$ cat src/rtl/ball_motion_ctrl.sv
// Per-frame bouncing-ball motion controller for a 640x480 display.
// Advances the ball on each synchronised vblank rising edge, reflecting at the screen edges.
module ball_motion_ctrl #(
  parameter int HPIXELS    = 640,
  parameter int VPIXELS    = 480,
  parameter int BALL_HSIZE = 8,
  parameter int BALL_VSIZE = 8,
  parameter int H_INIT     = 310,
  parameter int V_INIT     = 230,
  parameter int POS_W      = 11,
  parameter int SPD_W      = 4
) (
  input  logic             clk,
  input  logic             rst,
  input  logic             vblank,
  input  logic [SPD_W-1:0] speed,
  input  logic             pause,
  input  logic             step,
  output logic [POS_W-1:0] ball_h,
  output logic [POS_W-1:0] ball_v,
  output logic             h_dir,
  output logic             v_dir,
  output logic             bounce_h,
  output logic             bounce_v,
  output logic             upd_done,
  output logic [15:0]      frame_cnt
);

  typedef enum logic [1:0] {IDLE, LATCH, UPD_H, UPD_V} state_t;
  typedef logic [POS_W-1:0] pos_t;
  typedef logic [POS_W:0]   ext_t;

  localparam ext_t H_LIM  = ext_t'(HPIXELS);
  localparam ext_t V_LIM  = ext_t'(VPIXELS);
  localparam ext_t H_SIZE = ext_t'(BALL_HSIZE);
  localparam ext_t V_SIZE = ext_t'(BALL_VSIZE);

  state_t           state_q, state_d;
  logic [2:0]       sync_q, sync_d;
  logic [SPD_W-1:0] spd_q, spd_d;
  pos_t             ball_h_q, ball_h_d;
  pos_t             ball_v_q, ball_v_d;
  logic             h_dir_q, h_dir_d;
  logic             v_dir_q, v_dir_d;
  logic             bounce_h_q, bounce_h_d;
  logic             bounce_v_q, bounce_v_d;
  logic             upd_done_q, upd_done_d;
  logic [15:0]      frame_cnt_q, frame_cnt_d;
  logic             step_armed_q, step_armed_d;

  logic fe;
  logic spd_zero;
  ext_t spd_ext;
  pos_t spd_pos;
  logic h_right_hit, h_left_hit, v_down_hit, v_up_hit;

  assign fe       = sync_q[1] & ~sync_q[2];
  assign spd_zero = (spd_q == '0);
  assign spd_ext  = ext_t'(spd_q);
  assign spd_pos  = pos_t'(spd_q);

  // Edge tests use one extra bit so the far-edge sum can never wrap.
  assign h_right_hit = (ext_t'(ball_h_q) + H_SIZE + spd_ext) >= H_LIM;
  assign h_left_hit  = ext_t'(ball_h_q) < spd_ext;
  assign v_down_hit  = (ext_t'(ball_v_q) + V_SIZE + spd_ext) >= V_LIM;
  assign v_up_hit    = ext_t'(ball_v_q) < spd_ext;

  always_comb begin
    state_d      = state_q;
    sync_d       = {sync_q[1:0], vblank};
    spd_d        = spd_q;
    ball_h_d     = ball_h_q;
    ball_v_d     = ball_v_q;
    h_dir_d      = h_dir_q;
    v_dir_d      = v_dir_q;
    bounce_h_d   = 1'b0;
    bounce_v_d   = 1'b0;
    upd_done_d   = 1'b0;
    frame_cnt_d  = fe ? frame_cnt_q + 16'd1 : frame_cnt_q;
    step_armed_d = step_armed_q;

    if (!pause) begin
      step_armed_d = 1'b0;
    end else if (step) begin
      step_armed_d = 1'b1;
    end else if (state_q == LATCH) begin
      step_armed_d = 1'b0;
    end

    case (state_q)
      IDLE: begin
        if (fe && (!pause || step_armed_q)) begin
          state_d = LATCH;
        end
      end
      LATCH: begin
        spd_d   = speed;
        state_d = UPD_H;
      end
      UPD_H: begin
        // A reversal frame flips direction without moving on that axis.
        if (!spd_zero) begin
          if (!h_dir_q) begin
            if (h_right_hit) begin
              h_dir_d    = 1'b1;
              bounce_h_d = 1'b1;
            end else begin
              ball_h_d = ball_h_q + spd_pos;
            end
          end else begin
            if (h_left_hit) begin
              h_dir_d    = 1'b0;
              bounce_h_d = 1'b1;
            end else begin
              ball_h_d = ball_h_q - spd_pos;
            end
          end
        end
        state_d = UPD_V;
      end
      UPD_V: begin
        if (!spd_zero) begin
          if (!v_dir_q) begin
            if (v_down_hit) begin
              v_dir_d    = 1'b1;
              bounce_v_d = 1'b1;
            end else begin
              ball_v_d = ball_v_q + spd_pos;
            end
          end else begin
            if (v_up_hit) begin
              v_dir_d    = 1'b0;
              bounce_v_d = 1'b1;
            end else begin
              ball_v_d = ball_v_q - spd_pos;
            end
          end
        end
        upd_done_d = 1'b1;
        state_d    = IDLE;
      end
      default: state_d = IDLE;
    endcase
  end

  always_ff @(posedge clk or posedge rst) begin
    if (rst) begin
      state_q      <= IDLE;
      sync_q       <= '0;
      spd_q        <= '0;
      ball_h_q     <= pos_t'(H_INIT);
      ball_v_q     <= pos_t'(V_INIT);
      h_dir_q      <= 1'b0;
      v_dir_q      <= 1'b0;
      bounce_h_q   <= 1'b0;
      bounce_v_q   <= 1'b0;
      upd_done_q   <= 1'b0;
      frame_cnt_q  <= '0;
      step_armed_q <= 1'b0;
    end else begin
      state_q      <= state_d;
      sync_q       <= sync_d;
      spd_q        <= spd_d;
      ball_h_q     <= ball_h_d;
      ball_v_q     <= ball_v_d;
      h_dir_q      <= h_dir_d;
      v_dir_q      <= v_dir_d;
      bounce_h_q   <= bounce_h_d;
      bounce_v_q   <= bounce_v_d;
      upd_done_q   <= upd_done_d;
      frame_cnt_q  <= frame_cnt_d;
      step_armed_q <= step_armed_d;
    end
  end

  assign ball_h    = ball_h_q;
  assign ball_v    = ball_v_q;
  assign h_dir     = h_dir_q;
  assign v_dir     = v_dir_q;
  assign bounce_h  = bounce_h_q;
  assign bounce_v  = bounce_v_q;
  assign upd_done  = upd_done_q;
  assign frame_cnt = frame_cnt_q;

endmodule

$ cat config.mk
export PLATFORM = sky130hd
export DESIGN_NAME = ball_motion_ctrl
export DESIGN_NICKNAME = d
export VERILOG_FILES = /design/src/rtl/ball_motion_ctrl.sv
export SDC_FILE = /design/constraint.sdc
export NUM_CORES = 1
export LEC_CHECK = 0
export ABC_AREA = 1
export ABC_CLOCK_PERIOD_IN_PS = 5100
export CAP_MARGIN = 20
export CORE_ASPECT_RATIO = 2
export CORE_UTILIZATION = 61
export DETAILED_ROUTE_END_ITERATION = 16
export PLACE_DENSITY = 0.88
export SLEW_MARGIN = 20
export SYNTH_ARGS = -nofsm -noshare
export SYNTH_HDL_FRONTEND = slang
export SYNTH_SLANG_ARGS = --single-unit
$ cat constraint.sdc
create_clock -name clk -period 5.1 [get_ports clk]
set_input_delay 1.02 -clock clk [delete_from_list [all_inputs] [get_ports clk]]
set_output_delay 1.02 -clock clk [all_outputs]
set_load 0.005 [all_outputs]
Yosys cells after proc, flatten, opt, wreduce, memory -nomap -nowiden
Index checks and enable logic that the tools add are counted.
{"block": "word_totals", "out_inout_bits": 43, "ff_bits": 53, "wordCells": 72}
{"block": "classes", "n_eq_ne": 9, "n_lt_le_gt_ge": 4, "n_bitwise": 3, "muxes": 26, "n_reduce_logical": 9, "n_addsub": 9}
{"cell": "$mux W11", "count": 6}
{"cell": "$add A11 B4 Y12 const B", "count": 2}
{"cell": "$add A12 B4 Y12", "count": 2}
{"cell": "$add A11 B4 Y11", "count": 2}
{"cell": "$lt A11 B4 Y1", "count": 2}
{"cell": "$sub A11 B4 Y11", "count": 2}
{"cell": "$mux W1", "count": 18}
{"cell": "$add A16 B1 Y16 const B", "count": 1}
{"cell": "$ge A12 B10 Y1 const B", "count": 1}
{"cell": "$ge A12 B9 Y1 const B", "count": 1}
{"cell": "$ne A2 B2 Y1 const B", "count": 5}
{"cell": "$pmux W2 S4", "count": 1}
{"cell": "$reduce_and A4 Y1", "count": 2}
{"cell": "$eq A2 B2 Y1 const B", "count": 2}
{"cell": "$logic_not A4 Y1", "count": 1}
{"cell": "$reduce_and A2 Y1", "count": 2}
{"cell": "$ne A3 B1 Y1 const B", "count": 1}
{"cell": "$eq A2 B1 Y1 const B", "count": 1}
{"cell": "$logic_not A2 Y1", "count": 1}
{"cell": "$mux W2", "count": 1}
{"cell": "$not A1 Y1", "count": 2}
{"cell": "$and A1 B1 Y1", "count": 1}
{"cell": "$logic_and A1 B1 Y1", "count": 1}
{"cell": "$logic_not A1 Y1", "count": 1}
{"cell": "$logic_or A1 B1 Y1", "count": 1}

Depth between registers and ports, before layout
Gate-level depths: netlist (run 1).
{"block": "depth", "word_depth": 7, "depth_mapped": 18, "depth_no_buf": 17}

Worst setup path after synthesis (run 1)
No wires, ideal clock.
{"block": "synth_timing", "path_type": "reg-to-reg", "start": "register spd_q[1]", "end": "register ball_v_q[10], in the netlist ball_v[10]", "path_buffers": 1, "setup_ps": 117, "setup_slack_ps": 2389, "path_stages_with_launch": 19, "required_ps": 4983, "arrival_ps": 2594, "cell_sequence": "dfrtp_1 inv_1 ha_1 inv_1 ha_1 fa_1 nand3_1 nand3_1 nand2_1 nand2_1 nand2_1 nand2_1 nor2_2 nand3_2 nand2_2 nand2_2 buf_6 nand2_1 nand2_1"}
{"block": "synth_between", "elab_chain_len": 4, "word_cells_on_any_way": 13, "classes_between": "add/sub (3); order compare (2); eq/ne (2); mux (3); bitwise (1); reduce/logical (2)"}
{"item": "from (decl)", "line": "40", "rtl": "logic [SPD_W-1:0] spd_q, spd_d;"}
{"item": "from (signal assigned)", "line": "163", "rtl": "spd_q <= spd_d;"}
{"item": "$add A12 B4 Y12", "line": "65", "rtl": "assign v_down_hit = (ext_t'(ball_v_q) + V_SIZE + spd_ext) >= V_LIM;"}
{"item": "$ge A12 B9 Y1", "line": "65"}
{"item": "$ne A2 B2 Y1 (no source line)"}
{"item": "$reduce_and A4 Y1 (no source line)"}
{"item": "to (signal assigned)", "line": "152", "rtl": "ball_v_q <= pos_t'(V_INIT);"}
{"item": "to (signal assigned)", "line": "165", "rtl": "ball_v_q <= ball_v_d;"}
{"item": "to (decl)", "line": "42", "rtl": "pos_t ball_v_q, ball_v_d;"}
Several ways; a longest one is shown, not always the timed one. The select of a mux whose other input is x is not followed.
A chain may end at the register's enable or synchronous reset.

Worst setup path in the final report (run 1)
{"block": "layout_timing", "start": "register spd_q[1]", "end": "register ball_v_q[9], in the netlist ball_v[9]"}
Same word-level chain as after synthesis.

==> impl_metrics.toml, run 1 <==
[logic_synthesis]
syn_inst = 592
synth_cell_types = 37
ys_seq_area_share_pct = 31.1
syn-num-nets = 643
avgSynthCellArea_um2 = 7.28
synth-seq-cells = 53
yosys_most_used_dff = "dfrtp_1"
synth.cell_area_mm2 = 0.00431
synthArstFlopShare_pct = 100
yosys_warnings = 0
synth_enable_flop_cells = 0

[detailed_routing]
wire_per_inst_um = 15.8
first_pass_iters = 7
drtAntennaViolNets = 0
route.detailed.vias_per_inst = 5.65
drt_wl_total_um = 11500
drt_iter0_drc = 319
drc_errors = 0
num_vias = 4088

[outcome]
outcome = "completed"

[power_and_ir_drop]
total_leakage_power_nw = 2.54
power_density_mw_per_mm2 = 573
p_total_mw = 2.86
peakVddDrop_mv = 0.531

[worst_setup_path]
start_kind = "flip-flop"
arrival_ns = 3.41
cp_max_fo = 12
worstPathRequired_ns = 5.29
critPathKind = "reg2reg"
end_kind = "flip-flop"

[sta]
max_freq_mhz = 311
finalSetupViolCount = 0
drv_slew = 0
post-route-min-period_ns = 3.21
finalHoldViolCount = 0
fin_crit_sh_pct = 63.0
clock_skew_ns = 0.0152
hold_slack_ns = 0.351
worst_slew_pin_slew_ns = 0.941
slew_headroom_pct = 37.1
rsz0062_at_grt = "no"
final.setup.tns_ns = 0

[finish]
final_layout_size_suffix_gt1_share_pct = 5.99
final_common_cell = "nand2_1"
most-common-layout-cells = "193 x nand2_1, 76 x inv_1, 58 x nand3_1"
layout.core_utilization_pct = 72.4
area_delta_synth_final_pct = 15.7
antenna_cells = 0
stdcell_count = 724
finalNetCount = 684

[flow_run]
cap_viol_max_count = 0

[global_routing]
grt_pass1_vias = 4177
grtUsageTotal_pct = 35.4
grt_pass1_wl_um = 19400
grt_overflow = 0
antenna_found_initial = 0
grt_start_max_net_pins = 54

[clocking]
cts.sinks = 53
clockRootBuffer = "clkbuf_16"
cts_setup_buffers = 0
cts_buffer_depth = 2
clk_latency_ns = 0.31
cts_tree = "done"
cts_max_level = 2
cts_made_buffers = 5
ctsResizeCount = 0
hold_buffers = 0
clk_pin_slew_worst_paths_ns = 0.08

[floorplanning]
start_util_pct = 62.6
die_x_um = 61.4
core_mm2 = 0.00689
die_area_mm2 = 0.00743
rows = 43
io_pins = 52
die_h_um = 121

[worst_hold_path]
hp-class = "reg2reg"

[placed_design]
dp_hpwl_um = 8590
io_buffers = 51
place.gp.congestion = 0.926
dp_cells = 716
## stage by stage
step           worst slack [ns]  area (um2)
2_1_floorplan              2.39        4310
3_3_place_gp               2.04        4830
3_5_place_dp               1.93        4830
4_1_cts                    1.89        4980
5_1_grt                    1.57        4990
6_report                   1.89        4990
## report_power, final
| part | internal (mW) | switching (mW) | leakage (nW) |
|---|---|---|---|
| Combinational | 0.663 | 1.04 | 1.81 |
| Sequential | 0.560 | 0.244 | 0.663 |
| Clock | 0.186 | 0.166 | 0.0708 |
## flip-flops by register name (all words and copies together) (netlist names)
signal,count
bounce_v,1
step_armed_q,1
ball_v,11
ball_h,11
bounce_h,1
frame_cnt,16
spd_q,4
h_dir,1
v_dir,1
state_q,2
upd_done,1
sync_q,3
## routing by layer
metal | track usage (%) | vias to the layer above | part of all wire [%] | wire length, um
met5 | 0 | - | 0 | 0
met4 | 21.8 | 0 | 5.9 | 679
met3 | 10.3 | 62 | 4.0 | 464
met2 | 60.7 | 168 | 55 | 6340
met1 | 35.5 | 1929 | 35 | 3980
li1 | - | 1929 | - | -
## logic make-up after synthesis
| group | count (synthesis) | synth area share (%) |
|---|---|---|
| AO/OA/AOI/OAI | 39 | 5.02 |
| flip-flops | 53 | 31.1 |
| AND/OR/NAND/NOR | 319 | 32.0 |
| XOR/XNOR | 42 | 8.53 |
| buffers and inverters | 96 | 9.17 |
| multiplexers | 1 | 0.261 |
| adder cells (fa/ha/maj) | 42 | 13.9 |
## final timing paths
path                                start    endpoint  slack, ns  cells after the start
worst max-delay path             spd_q[1]   ball_v[9]       1.89                     17
worst max register to register   spd_q[1]   ball_v[9]       1.89                     17
worst min register to register  sync_q[0]   sync_q[1]       0.35                      0
max in group asynchronous             rst  ball_v[10]       3.34                      2
worst min-delay path            sync_q[0]   sync_q[1]       0.35                      0
min in group asynchronous             rst    upd_done       1.22                      2
## synthesized netlist by cell type, types with 3 or more instances
cell type,n,area [um2]
a21oi_1,12,60.1
buf_2,4,20.0
buf_4,6,45.0
clkbuf_1,5,18.8
dfrtp_1,43,1080
dfstp_2,10,263
fa_1,10,200
ha_1,32,400
inv_1,77,289
nand2_1,193,724
nand2_2,4,25.0
nand3_1,58,290
nand3b_1,4,30.0
nand4_1,8,50.1
nor2_1,33,124
nor3_1,6,30.0
nor3_2,3,30.0
nor4_1,3,18.8
o21ai_0,16,80.1
o21ai_1,3,15.0
or2_2,3,18.8
xnor2_1,5,43.8
xor2_1,37,324
## cell type report
cell class	count	area, um2
inverter	79	298
clock inverter	3	25.0
sequential	53	1340
timing repair buffer	51	510
tap	90	113
clock buffer	5	125
multi-input combinational	443	2580
fill	567	1900
## critical path: stages (launching register included)
cell and delay (ns):
dfrtp_1 0.57, inv_1 0.14, ha_1 0.34, inv_1 0.08, ha_1 0.24, fa_1 0.36, nand3_1 0.11, nand3_1 0.14
nand2_1 0.09, nand2_1 0.06, nand2_1 0.06, nand2_1 0.06, nor2_2 0.15, nand3_2 0.11, nand2_2 0.20, nand2_2 0.19
nand2_1 0.14, nand2_1 0.05
No activity file was read; power rests on OpenSTA's default activity.
==> inputs of run 2 (changes only) <==
--- a/config.mk
+++ b/config.mk
@@ -6,12 +6,12 @@
 export NUM_CORES = 1
 export LEC_CHECK = 0
 export ABC_AREA = 1
-export ABC_CLOCK_PERIOD_IN_PS = 5100
+export ABC_CLOCK_PERIOD_IN_PS = 3200
 export CAP_MARGIN = 20
 export CORE_ASPECT_RATIO = 2
-export CORE_UTILIZATION = 61
+export CORE_UTILIZATION = 57
 export DETAILED_ROUTE_END_ITERATION = 16
-export PLACE_DENSITY = 0.88
+export PLACE_DENSITY = 0.83
 export SLEW_MARGIN = 20
 export SYNTH_ARGS = -nofsm -noshare
 export SYNTH_HDL_FRONTEND = slang
==> constraint.sdc (replaced) <==
create_clock -name clk -period 3.2 [get_ports clk]
set_input_delay 0.64 -clock clk [delete_from_list [all_inputs] [get_ports clk]]
set_output_delay 0.64 -clock clk [all_outputs]
set_load 0.005 [all_outputs]
==> impl_metrics.toml, run 2 (synthesized netlist as in run 1, its figures left out) <==
[worst_setup_path]
worstPathRequired_ns = 3.38
critPathKind = "reg2reg"
ff2ff_setup_slack_ns = 0.24
cp_max_fo = 12
start_kind = "flip-flop"
r2r-end = "ball_v[9]"
r2r-start = "spd_q[2]"
end_kind = "flip-flop"
rr_worst_depth = 16
arrival_ns = 3.15

[clocking]
clockRootBuffer = "clkbuf_16"
cts_setup_buffers = 0
cts_made_buffers = 5
clk_pin_slew_worst_paths_ns = 0.08
cts_buffer_depth = 2
clk_latency_ns = 0.30
cts.sinks = 53
ctsResizeCount = 0
hold_buffers = 0
cts_max_level = 2
cts_tree = "done"

[power_and_ir_drop]
pwr-share-comb_pct = 60.5
power.switching_mw = 2.31
switching_share_pct = 49.4
peakVddDrop_mv = 0.578
internal-power_mw = 2.37
total_leakage_power_nw = 2.59
pwr-share-clk_pct = 13.4
pwr-share-seq_pct = 26.2
power_density_mw_per_mm2 = 924

[global_routing]
grt_start_max_net_pins = 30
grt_overflow = 0
grt_pass1_wl_um = 18700
grt_pass1_vias = 4016
antenna_found_initial = 0
grtUsageTotal_pct = 30.6

[sta]
finalHoldViolCount = 0
final.setup.tns_ns = 0
worst_slew_pin_slew_ns = 0.886
fin_crit_sh_pct = 92.6
post-route-min-period_ns = 2.96
max_freq_mhz = 338
slew_headroom_pct = 40.7
finalSetupViolCount = 0
clock_skew_ns = 0.0116
rsz0062_at_grt = "no"
drv_slew = 0

[floorplanning]
die_h_um = 125
io_pins = 52
rows = 44
die_area_mm2 = 0.00793
die_x_um = 63.5
core_mm2 = 0.00727
start_util_pct = 59.3

[flow_run]
cap_viol_max_count = 0

[detailed_routing]
drt_iter0_drc = 291
drt_wl_total_um = 11600
drc_errors = 0
first_pass_iters = 9
wire_per_inst_um = 15.8
drtAntennaViolNets = 0
num_vias = 4075
route.detailed.vias_per_inst = 5.56

[finish]
fin_area_mm2 = 0.00507
area_delta_synth_final_pct = 17.6
antenna_cells = 0
final_common_cell = "nand2_1"
finalNetCount = 691
most-common-layout-cells = "192 x nand2_1, 76 x inv_1, 58 x nand3_1"
final_layout_size_suffix_gt1_share_pct = 7.49
largest_reg_flops = 16

[outcome]
outcome = "completed"

[worst_hold_path]
whs_path_depth = 0
hp-class = "reg2reg"
hold_start = "sync_q[0]"
min_to = "sync_q[1]"

[placed_design]
io_buffers = 51
dp_hpwl_um = 8880
postPlaceCellArea_mm2 = 0.00489
place.gp.congestion = 0.965
-- run 2: cell count changes in the layout (fill, tap and decap cells not counted), sizes merged --
cell / previous run / this run
bufinv: 0 / 1
clkinvlp: 1 / 0
buf: 0 / 7
-- run 2: worst max path at each step --
| stage | cells after the start | from | to | slack [ns] |
|---|---|---|---|---|
| 2_1_floorplan | 18 | spd_q[1] | ball_v[10] | 0.49 |
| 3_3_place_gp | 16 | spd_q[2] | ball_v[8] | 0.31 |
| 3_5_place_dp | 16 | spd_q[2] | ball_v[9] | 0.18 |
| 4_1_cts | 16 | spd_q[2] | ball_v[9] | 0.15 |
| 5_1_grt | 16 | spd_q[2] | ball_v[9] | 0.005 |
| 6_report | 16 | spd_q[2] | ball_v[9] | 0.24 |
-- run 2: stage by stage --
| step | utilization, % | total power, mW | std cells | hold slack, ns | worst slack [ns] |
|---|---|---|---|---|---|
| after detailed placement | 67.3 | 3.97 | 725 | 0.352 | 0.179 |
| after global routing | 69.8 | 5.09 | 733 | 0.374 | 0.00494 |
| final | 69.8 | 4.68 | 733 | 0.367 | 0.238 |
| after floorplan | - | 3.08 | 592 | 0.331 | 0.489 |
| after CTS | 69.6 | 4.64 | 733 | 0.368 | 0.148 |
| after global placement | 67.3 | 3.85 | 725 | 0.333 | 0.313 |
-- run 2: final cells by class --
| type | instances | area [um2] |
|---|---|---|
| Clock buffer | 5 | 125 |
| Clock inverter | 3 | 43.8 |
| Fill cell | 621 | 2200 |
| Inverter | 79 | 297 |
| Multi-Input combinational cell | 443 | 2590 |
| Sequential cell | 53 | 1340 |
| Tap cell | 92 | 115 |
| Timing Repair Buffer | 58 | 563 |
-- run 2: power by group through the flow --
| stage | Clock, mW | Combinational (mW) | Sequential (mW) |
|---|---|---|---|
| floorplan | 0 | 1.97 | 1.11 |
| global placement | 0 | 2.64 | 1.21 |
| detailed placement | 0 | 2.74 | 1.23 |
| CTS | 0.637 | 2.79 | 1.22 |
| global route | 0.656 | 3.18 | 1.25 |
| finish | 0.626 | 2.83 | 1.22 |
-- run 2: layer usage --
layer | routed length, um | GRT usage, % | share of wire (%) | up-vias
li1 | - | - | - | 1941
met1 | 3940 | 29.3 | 34 | 1916
met2 | 6390 | 57.7 | 55 | 154
met3 | 403 | 3.19 | 3.5 | 64
met4 | 861 | 21.7 | 7.4 | 0
met5 | 0 | 0 | 0 | -
-- run 2: critical path, stage by stage, from the launching register on --
cell and delay (ns):
dfrtp_2 0.42, inv_1 0.14, ha_2 0.41, inv_1 0.14, fa_1 0.43, nand3_1 0.11, nand3_1 0.14, nand2_1 0.09
nand2_1 0.07, nand2_1 0.07, nand2_1 0.06, nor2_2 0.11, nand3_2 0.14, nand2_4 0.16, nand2_2 0.16, nand2_1 0.13
nand2_1 0.07
==> inputs of run 3 (changes only) <==
--- a/config.mk
+++ b/config.mk
@@ -12,7 +12,6 @@
 export CORE_UTILIZATION = 57
 export DETAILED_ROUTE_END_ITERATION = 16
 export PLACE_DENSITY = 0.83
-export SLEW_MARGIN = 20
 export SYNTH_ARGS = -nofsm -noshare
 export SYNTH_HDL_FRONTEND = slang
 export SYNTH_SLANG_ARGS = --single-unit
==> results of run 3 <==
The final DEF is identical to that of run 2; final timing and power are the same.
